<file path="src/rtl/fetch_unit.sv">
// fetch_unit: PC owner, in-order instruction fetch into a small buffer, decode handshake, redirect flush
module fetch_unit #(
  parameter int unsigned XLEN = 32,
  parameter logic [XLEN-1:0] RESET_PC = '0,
  parameter int unsigned BUF_DEPTH = 2
) (
  input  logic            clk,
  input  logic            rst,
  output logic            imem_req_valid,
  input  logic            imem_req_ready,
  output logic [XLEN-1:0] imem_req_addr,
  input  logic            imem_resp_valid,
  input  logic [31:0]     imem_resp_data,
  input  logic            redirect_valid,
  input  logic [XLEN-1:0] redirect_pc,
  output logic            id_valid,
  input  logic            id_ready,
  output logic [XLEN-1:0] id_pc,
  output logic [XLEN-1:0] id_pc_plus4,
  output logic [31:0]     id_inst
);
  localparam int CW = $clog2(BUF_DEPTH + 1);
  localparam int PW = $clog2(BUF_DEPTH);
  logic [XLEN-1:0] pc_q, pc_d, rpc_q, rpc_d, tgt;
  logic [XLEN-1:0] bpc_q [BUF_DEPTH];
  logic [31:0] binst_q [BUF_DEPTH];
  logic [PW-1:0] hd_q, hd_d, tl_q, tl_d;
  logic [CW-1:0] cnt_q, cnt_d, osd_q, osd_d, dsc_q, dsc_d;
  logic [CW:0] occ;
  logic pop, fire, wr, unused_lo;
  assign unused_lo = ^redirect_pc[1:0];
  // Issue/accept/pop decisions; osd counts every in-flight request, dsc the subset still to be dropped
  always_comb begin
    tgt = {redirect_pc[XLEN-1:2], 2'b00};
    id_valid = cnt_q != '0;
    pop = id_valid & id_ready & !redirect_valid;
    occ = {1'b0, cnt_q} + {1'b0, osd_q} - (CW+1)'(id_valid & id_ready);
    imem_req_valid = !rst & !redirect_valid & (occ < (CW+1)'(BUF_DEPTH));
    imem_req_addr = pc_q;
    fire = imem_req_valid & imem_req_ready;
    wr = imem_resp_valid & !redirect_valid & (dsc_q == '0);
    pc_d = redirect_valid ? tgt : fire ? pc_q + XLEN'(4) : pc_q;
    rpc_d = redirect_valid ? tgt : wr ? rpc_q + XLEN'(4) : rpc_q;
    cnt_d = redirect_valid ? '0 : cnt_q + CW'(wr) - CW'(pop);
    osd_d = osd_q + CW'(fire) - CW'(imem_resp_valid);
    dsc_d = redirect_valid ? osd_q - CW'(imem_resp_valid) : dsc_q - CW'(imem_resp_valid & (dsc_q != '0));
    hd_d = redirect_valid ? '0 : hd_q + PW'(pop);
    tl_d = redirect_valid ? '0 : tl_q + PW'(wr);
    id_pc = bpc_q[hd_q];
    id_pc_plus4 = bpc_q[hd_q] + XLEN'(4);
    id_inst = binst_q[hd_q];
  end
  // Control state with synchronous reset
  always_ff @(posedge clk) begin
    if (rst) begin
      pc_q <= RESET_PC;
      rpc_q <= RESET_PC;
      hd_q <= '0;
      tl_q <= '0;
      cnt_q <= '0;
      osd_q <= '0;
      dsc_q <= '0;
    end else begin
      pc_q <= pc_d;
      rpc_q <= rpc_d;
      hd_q <= hd_d;
      tl_q <= tl_d;
      cnt_q <= cnt_d;
      osd_q <= osd_d;
      dsc_q <= dsc_d;
    end
  end
  // Buffer payload written at the tail on a kept response
  always_ff @(posedge clk) begin
    if (wr) begin
      bpc_q[tl_q] <= rpc_q;
      binst_q[tl_q] <= imem_resp_data;
    end
  end
  // Memory protocol checks: no response into a full buffer, no response without a request
  always_ff @(posedge clk) begin
    if (!rst) begin
      assert (!(wr && !pop && cnt_q == CW'(BUF_DEPTH)));
      assert (!(imem_resp_valid && osd_q == '0));
    end
  end
endmodule

</file>
<file path="config.mk">
export PLATFORM = sky130hd
export DESIGN_NAME = fetch_unit
export DESIGN_NICKNAME = d
export VERILOG_FILES = /design/src/rtl/fetch_unit.sv
export SDC_FILE = /design/constraint.sdc
export NUM_CORES = 1
export LEC_CHECK = 0
export CAP_MARGIN = 10
export CELL_PAD_IN_SITES_DETAIL_PLACEMENT = 1
export CELL_PAD_IN_SITES_GLOBAL_PLACEMENT = 2
export CORE_MARGIN = 10
export CORE_UTILIZATION = 31
export CTS_BUF_LIST = sky130_fd_sc_hd__clkbuf_4 sky130_fd_sc_hd__clkbuf_8
export DETAILED_ROUTE_END_ITERATION = 8
export PLACE_DENSITY_LB_ADDON = 0.1
export SETUP_SLACK_MARGIN = 0.02
export SKIP_LAST_GASP = 1
export SLEW_MARGIN = 25
export SYNTH_ARGS = -nofsm -noshare
export SYNTH_HDL_FRONTEND = slang
export SYNTH_SLANG_ARGS = --single-unit
</file>
<file path="constraint.sdc">
create_clock -name clk -period 2.9 [get_ports clk]
set_input_delay 0.29 -clock clk [delete_from_list [all_inputs] [get_ports clk]]
set_output_delay 0.29 -clock clk [all_outputs]
set_load 0.01 [all_outputs]
</file>
### Word-level counts from Yosys, hierarchy flattened

Memory sizes are Yosys's and may differ from the RTL's. A register that Yosys moved wholly into a read port is not among the register bits.
Index checks and enable logic that the tools add are counted.
W data, S select, Z words.

* add/sub/neg operators: 13
* $lt $le $gt $ge: 1
* mux-type cells: 9
* bitwise gates (word level): 9
* reduce and logical (&&, ||, !) cells: 8

Operators with widths (count)
* $mux W32: 4
* $add A32 B3 Y32 const B: 3
* $and A1 B1 Y1: 9
* $reduce_bool A2 Y1: 4
* $sub A2 B1 Y2: 4
* $add A2 B1 Y2: 2
* $mux W1: 4
* $add A2 B2 Y3: 1
* $lt A3 B2 Y1 const B: 1
* $sub A3 B1 Y3: 1
* $add A1 B1 Y1: 2
* $logic_not A1 Y1: 2
* $logic_not A2 Y1: 1
* $mux W2: 1
* $reduce_or A2 Y1: 1

* bits in registers: 72
* bits in writable memories: 128
* bits of input ports: 70
* output and inout port bits: 130
* logic and storage cells: 51
* memories kept: 2

Memory list
* binst_q: depth 2, width 32, rd ports 1, clocked after Yosys merged registers in 1, write ports 1, RTL line 26 `logic [31:0] binst_q [BUF_DEPTH];`
* bpc_q: depth 2, width 32, rd ports 1, clocked after Yosys merged registers in 1, write ports 1, RTL line 25 `logic [XLEN-1:0] bpc_q [BUF_DEPTH];`

### Longest topological paths before layout

* depth after elaboration: 8
* depth in mapped cells: 16

### Worst setup path before layout

No wires, ideal clock.

* path kind: input to register
* start point: in redirect_valid
* end point: mem binst_q[1][0] (enable)
* library setup time: 427 ps
* arrival time: 2722 ps
* setup slack: -249 ps
* stages on the path: 7
* buffers on the path: 3
* cells stage by stage: buf_6 inv_1 clkbuf_1 buf_1 nand2_1 inv_1 ha_1

* word-level cells in the longest chain between the ends: 5

Ends and longest elaborated chain
* start: declaration: RTL line 14 `input logic redirect_valid,`
* $logic_not A1 Y1: RTL line 41 `wr = imem_resp_valid & !redirect_valid & (dsc_q == '0);`
* $and A1 B1 Y1 (2 in a row): RTL line 41
* $mux W1: RTL line 75 `if (wr) begin`
* $mux W1 (implied by the code): RTL line 77 `binst_q[tl_q] <= imem_resp_data;`
* end: declaration: RTL line 26

No other way between the ends.

### Final worst setup path

* start point: reg cnt_q[0]
* end point: reg pc_q[20] (netlist: imem_req_addr[20])

* word-level cells in the longest chain between the ends: 7
* elaborated cells between the ends (all ways): 8
* classes of those cells: add/sub (2); order compare (1); bitwise (3); reduce/logical (2)

Ends and longest elaborated chain
* start: declaration: RTL line 28 `logic [CW-1:0] cnt_q, cnt_d, osd_q, osd_d, dsc_q, dsc_d;`
* start signal: assignment: RTL line 68 `cnt_q <= cnt_d;`
* branches (longest 2 deep; another with $add A2 B2 Y3)
* $sub A3 B1 Y3 (*): RTL line 37 `occ = {1'b0, cnt_q} + {1'b0, osd_q} - (CW+1)'(id_valid & id_ready);`
* $lt A3 B2 Y1 (*): RTL line 38 `imem_req_valid = !rst & !redirect_valid & (occ < (CW+1)'(BUF_DEPTH));`
* $and A1 B1 Y1 (*): RTL line 38
* $and A1 B1 Y1 (*): RTL line 40 `fire = imem_req_valid & imem_req_ready;`
* $reduce_bool A2 Y1 (no line) (*)
* end signal: assignment: RTL line 64 `pc_q <= pc_d;`
* end: declaration: RTL line 24 `logic [XLEN-1:0] pc_q, pc_d, rpc_q, rpc_d, tgt;`

Every way passes the cells marked *.
A chain may end at the register's enable or synchronous reset.

==> out/qor.txt <==
IO Count: 200
largest net degree at the start of global routing: 67
Die Width: 193 um
Lkg Pwr: 4.58 nW
most frequent cells in the layout: 164 x clkdlybuf4s50_1, 124 x edfxtp_1, 65 x dfxtp_1
fmax: 0.347 GHz
Worst slew margin: 0.555
grt ovf: 0
Layout fillers: 3165
outcome: completed
# DRC: 0
Layout Nets: 1132
Post-synth top flop: edfxtp_1
final clock skew: 0.0238 ns
setup_tns: 0 ns
area growth from synthesis to layout: 40.5%
leading cell type in the layout, fill and taps excluded: clkdlybuf4s50_1
final WL: 28500 um
PwrDens: 458 nW/um2
layout cells sized above 1: 0.254
CP Class: register to register
# H-tree levels: 4
Buf+Inv Stages, Crit Path: 2
sequential share of the synthesized area: 0.550
vias in the first global route: 7413
starting DRC count in detailed routing: 251
DR WL/cell: 19.6 um
final setup fails: 0
Crit Path Max Fanout: 6
Post-Synth XOR/XNOR Area: 0.0625
CP Data Arrival Time: 3.28 ns
total number of vias: 7082
antenna cells: 0
register bit total from synthesis: 192
Post-Synth Simple-Gate Area: 0.158
main combinational cell family by area after synthesis: simple AND/OR/NAND/NOR gates
Slew @ Worst Pin: 0.662 ns
crit path time final: 2.88 ns
PortBufs: 191
WHS: 0.391 ns
Avg Cell Area, Syn: 11.8 um2
Worst EP required: 3.30 ns
Initial Util: 0.313
DRT Pass-1 Iters: 6
Async S/R FF share, synth: 0
Post-synth EDFFs: 124
Syn. warnings: 0
Core Util, Final: 0.440
mux cell area share after synthesis: 0.0774
die area: 37100 um2
Hold Vio Cnt, Final: 0
initial antenna violation count: 0
CORE AREA: 29600 um2
fraction of the mapped netlist area in compound gates: 0.0959
HP Class: input pin to register
distinct cell type count after synthesis: 72
root buffer cell: clkbuf_8
area occupied by multi-input gates: 4220 um2
CP startpoint kind: register
Syn Inst Count: 786
CTS Hold Buffers Added: 0
Post-Synth Adder-Cell Area: 0.0198
clock transition at the registers of the reported paths: 0.12 ns
CP peak stage delay: 0.54 ns
Longest Clk Path Bufs: 2
RSZ-0062 raised after global routing: yes
antenna viol nets, final: 0
FP Rows: 63
peak supply drop: 265 uV
global placer's final weighted congestion: 0.762
first-pass GRT wire length: 42800 um
via density per instance: 4.88
CP Capture Type: register
CTS Sinks: 192
Final HPWL DP: 20900 um
fin. max-slew vios: 0
total CTS buffers: 17
cell breakdown of the critical path: or2_4 -> nand2_4 -> inv_4 -> ha_4 -> nand2b_4 -> fa_2 -> xor2_2 -> and4_1 -> buf_6 -> nand3_4 -> or4_4 -> a31oi_4
GRT Total Usage: 0.147
slowest CP cell: or4_4
Top delay family on crit path: simple AND/OR/NAND/NOR gates
die height: 193 um
clock latency on the worst-skew pair: 0.47 ns
CTS tree: done
synthesized area: 9250 um2
Sequential Area: 5090 um2
Tcrit/Tclk final: 0.992
maxcap violations: 0
## timing repair
item / 4_1_cts / 5_1_grt
pin swaps: 7 / 47
buffers inserted: 6 / 19
gates resized for setup: 77 / 90
cloned: 0 / 4
endpoints found under the setup margin: 28 / 42
## power by group
group | switching [mW] | internal [mW] | total, mW
Clock | 1.11 | 0.665 | 1.77
Sequential | 0.128 | 3.05 | 3.18
Combinational | 0.471 | 0.533 | 1.00
Total | 1.71 | 4.25 | 5.95
## stage by stage
step                      cells  setup WS [ns]  total power [mW]  instance area [um2]
after floorplan             791         -0.249              3.66                 9320
after global placement     1390         -0.114              4.17                12000
after detailed placement   1390         -0.202              4.19                12000
after CTS                  1428         -0.227              5.99                12500
after global routing       1451         -0.126              6.29                13000
final                      1451         0.0219              5.95                13000
## state kept, by name, indices dropped and copies added (netlist names)
register	count
binst_q	64
bpc_q	60
cnt_q	2
dsc_q	2
hd_q	1
imem_req_addr	30
osd_q	2
rpc_q	30
tl_q	1
## routing by layer
| layer | up-vias | wire (um) | global-route usage |
|---|---|---|---|
| met4 | 0 | 174 | 0.0292 |
| li1 | 3437 | - | - |
| met2 | 157 | 13300 | 0.236 |
| met1 | 3478 | 13200 | 0.199 |
| met5 | - | 0 | 0 |
| met3 | 10 | 1770 | 0.0351 |
## synth_stat cells, types with 4 or more instances
| library cell | instances | area share |
|---|---|---|
| nand2_1 | 63 | 0.026 |
| and2_1 | 8 | 0.0054 |
| dfxtp_1 | 68 | 0.15 |
| o21ai_0 | 17 | 0.0092 |
| a31oi_1 | 17 | 0.012 |
| clkbuf_1 | 14 | 0.0057 |
| nand3b_1 | 9 | 0.0073 |
| nor3_1 | 21 | 0.011 |
| and3_1 | 16 | 0.011 |
| nand3_1 | 27 | 0.015 |
| nand4_1 | 25 | 0.017 |
| inv_1 | 24 | 0.0097 |
| mux2i_1 | 7 | 0.0076 |
| buf_4 | 9 | 0.0073 |
| buf_2 | 13 | 0.0070 |
| and4_1 | 7 | 0.0066 |
| nor4_1 | 8 | 0.0054 |
| a21oi_1 | 21 | 0.011 |
| a22oi_1 | 4 | 0.0032 |
| ha_1 | 13 | 0.018 |
| or3_1 | 4 | 0.0027 |
| o21a_1 | 12 | 0.0097 |
| a211oi_1 | 8 | 0.0065 |
| nor2_1 | 37 | 0.015 |
| o31a_1 | 7 | 0.0066 |
| edfxtp_1 | 124 | 0.40 |
| xor2_1 | 23 | 0.022 |
| mux2_2 | 56 | 0.068 |
| a21boi_0 | 15 | 0.012 |
| xnor2_1 | 43 | 0.041 |
## kinds of logic (layout without fill, tap and decap cells)
group                      Yosys count  count (layout)
and+or+nand+nor                    253             253
DFF                                192             192
AOI/OAI and AO/OA                  128             128
buffers and inverters               68             338
xor gates and xnor gates            66              66
muxes                               64              64
adders and majority gates           14              14
other                                1               6
## path summary, 6_finish.rpt
check | start | depth (start not counted) | end | slack, ns
hold / removal | imem_resp_data[14] | 1 | binst_q[0][14] | 0.39
hold reg to reg | rpc_q[12] | 0 | bpc_q[0][12] | 0.51
setup / recovery | cnt_q[0] | 12 | imem_req_addr[20] | 0.02
setup reg to reg | cnt_q[0] | 12 | imem_req_addr[20] | 0.02
## cell type report
| cell class | instances | share of cell area |
|---|---|---|
| clock buffers | 17 | 0.0180 |
| well taps | 390 | 0.0376 |
| inverters | 25 | 0.00799 |
| multi-input cells | 531 | 0.324 |
| repair buffers | 281 | 0.207 |
| flip-flops and latches | 192 | 0.392 |
| clock inverters | 15 | 0.0132 |
No activity file was read; power rests on OpenSTA's default activity.
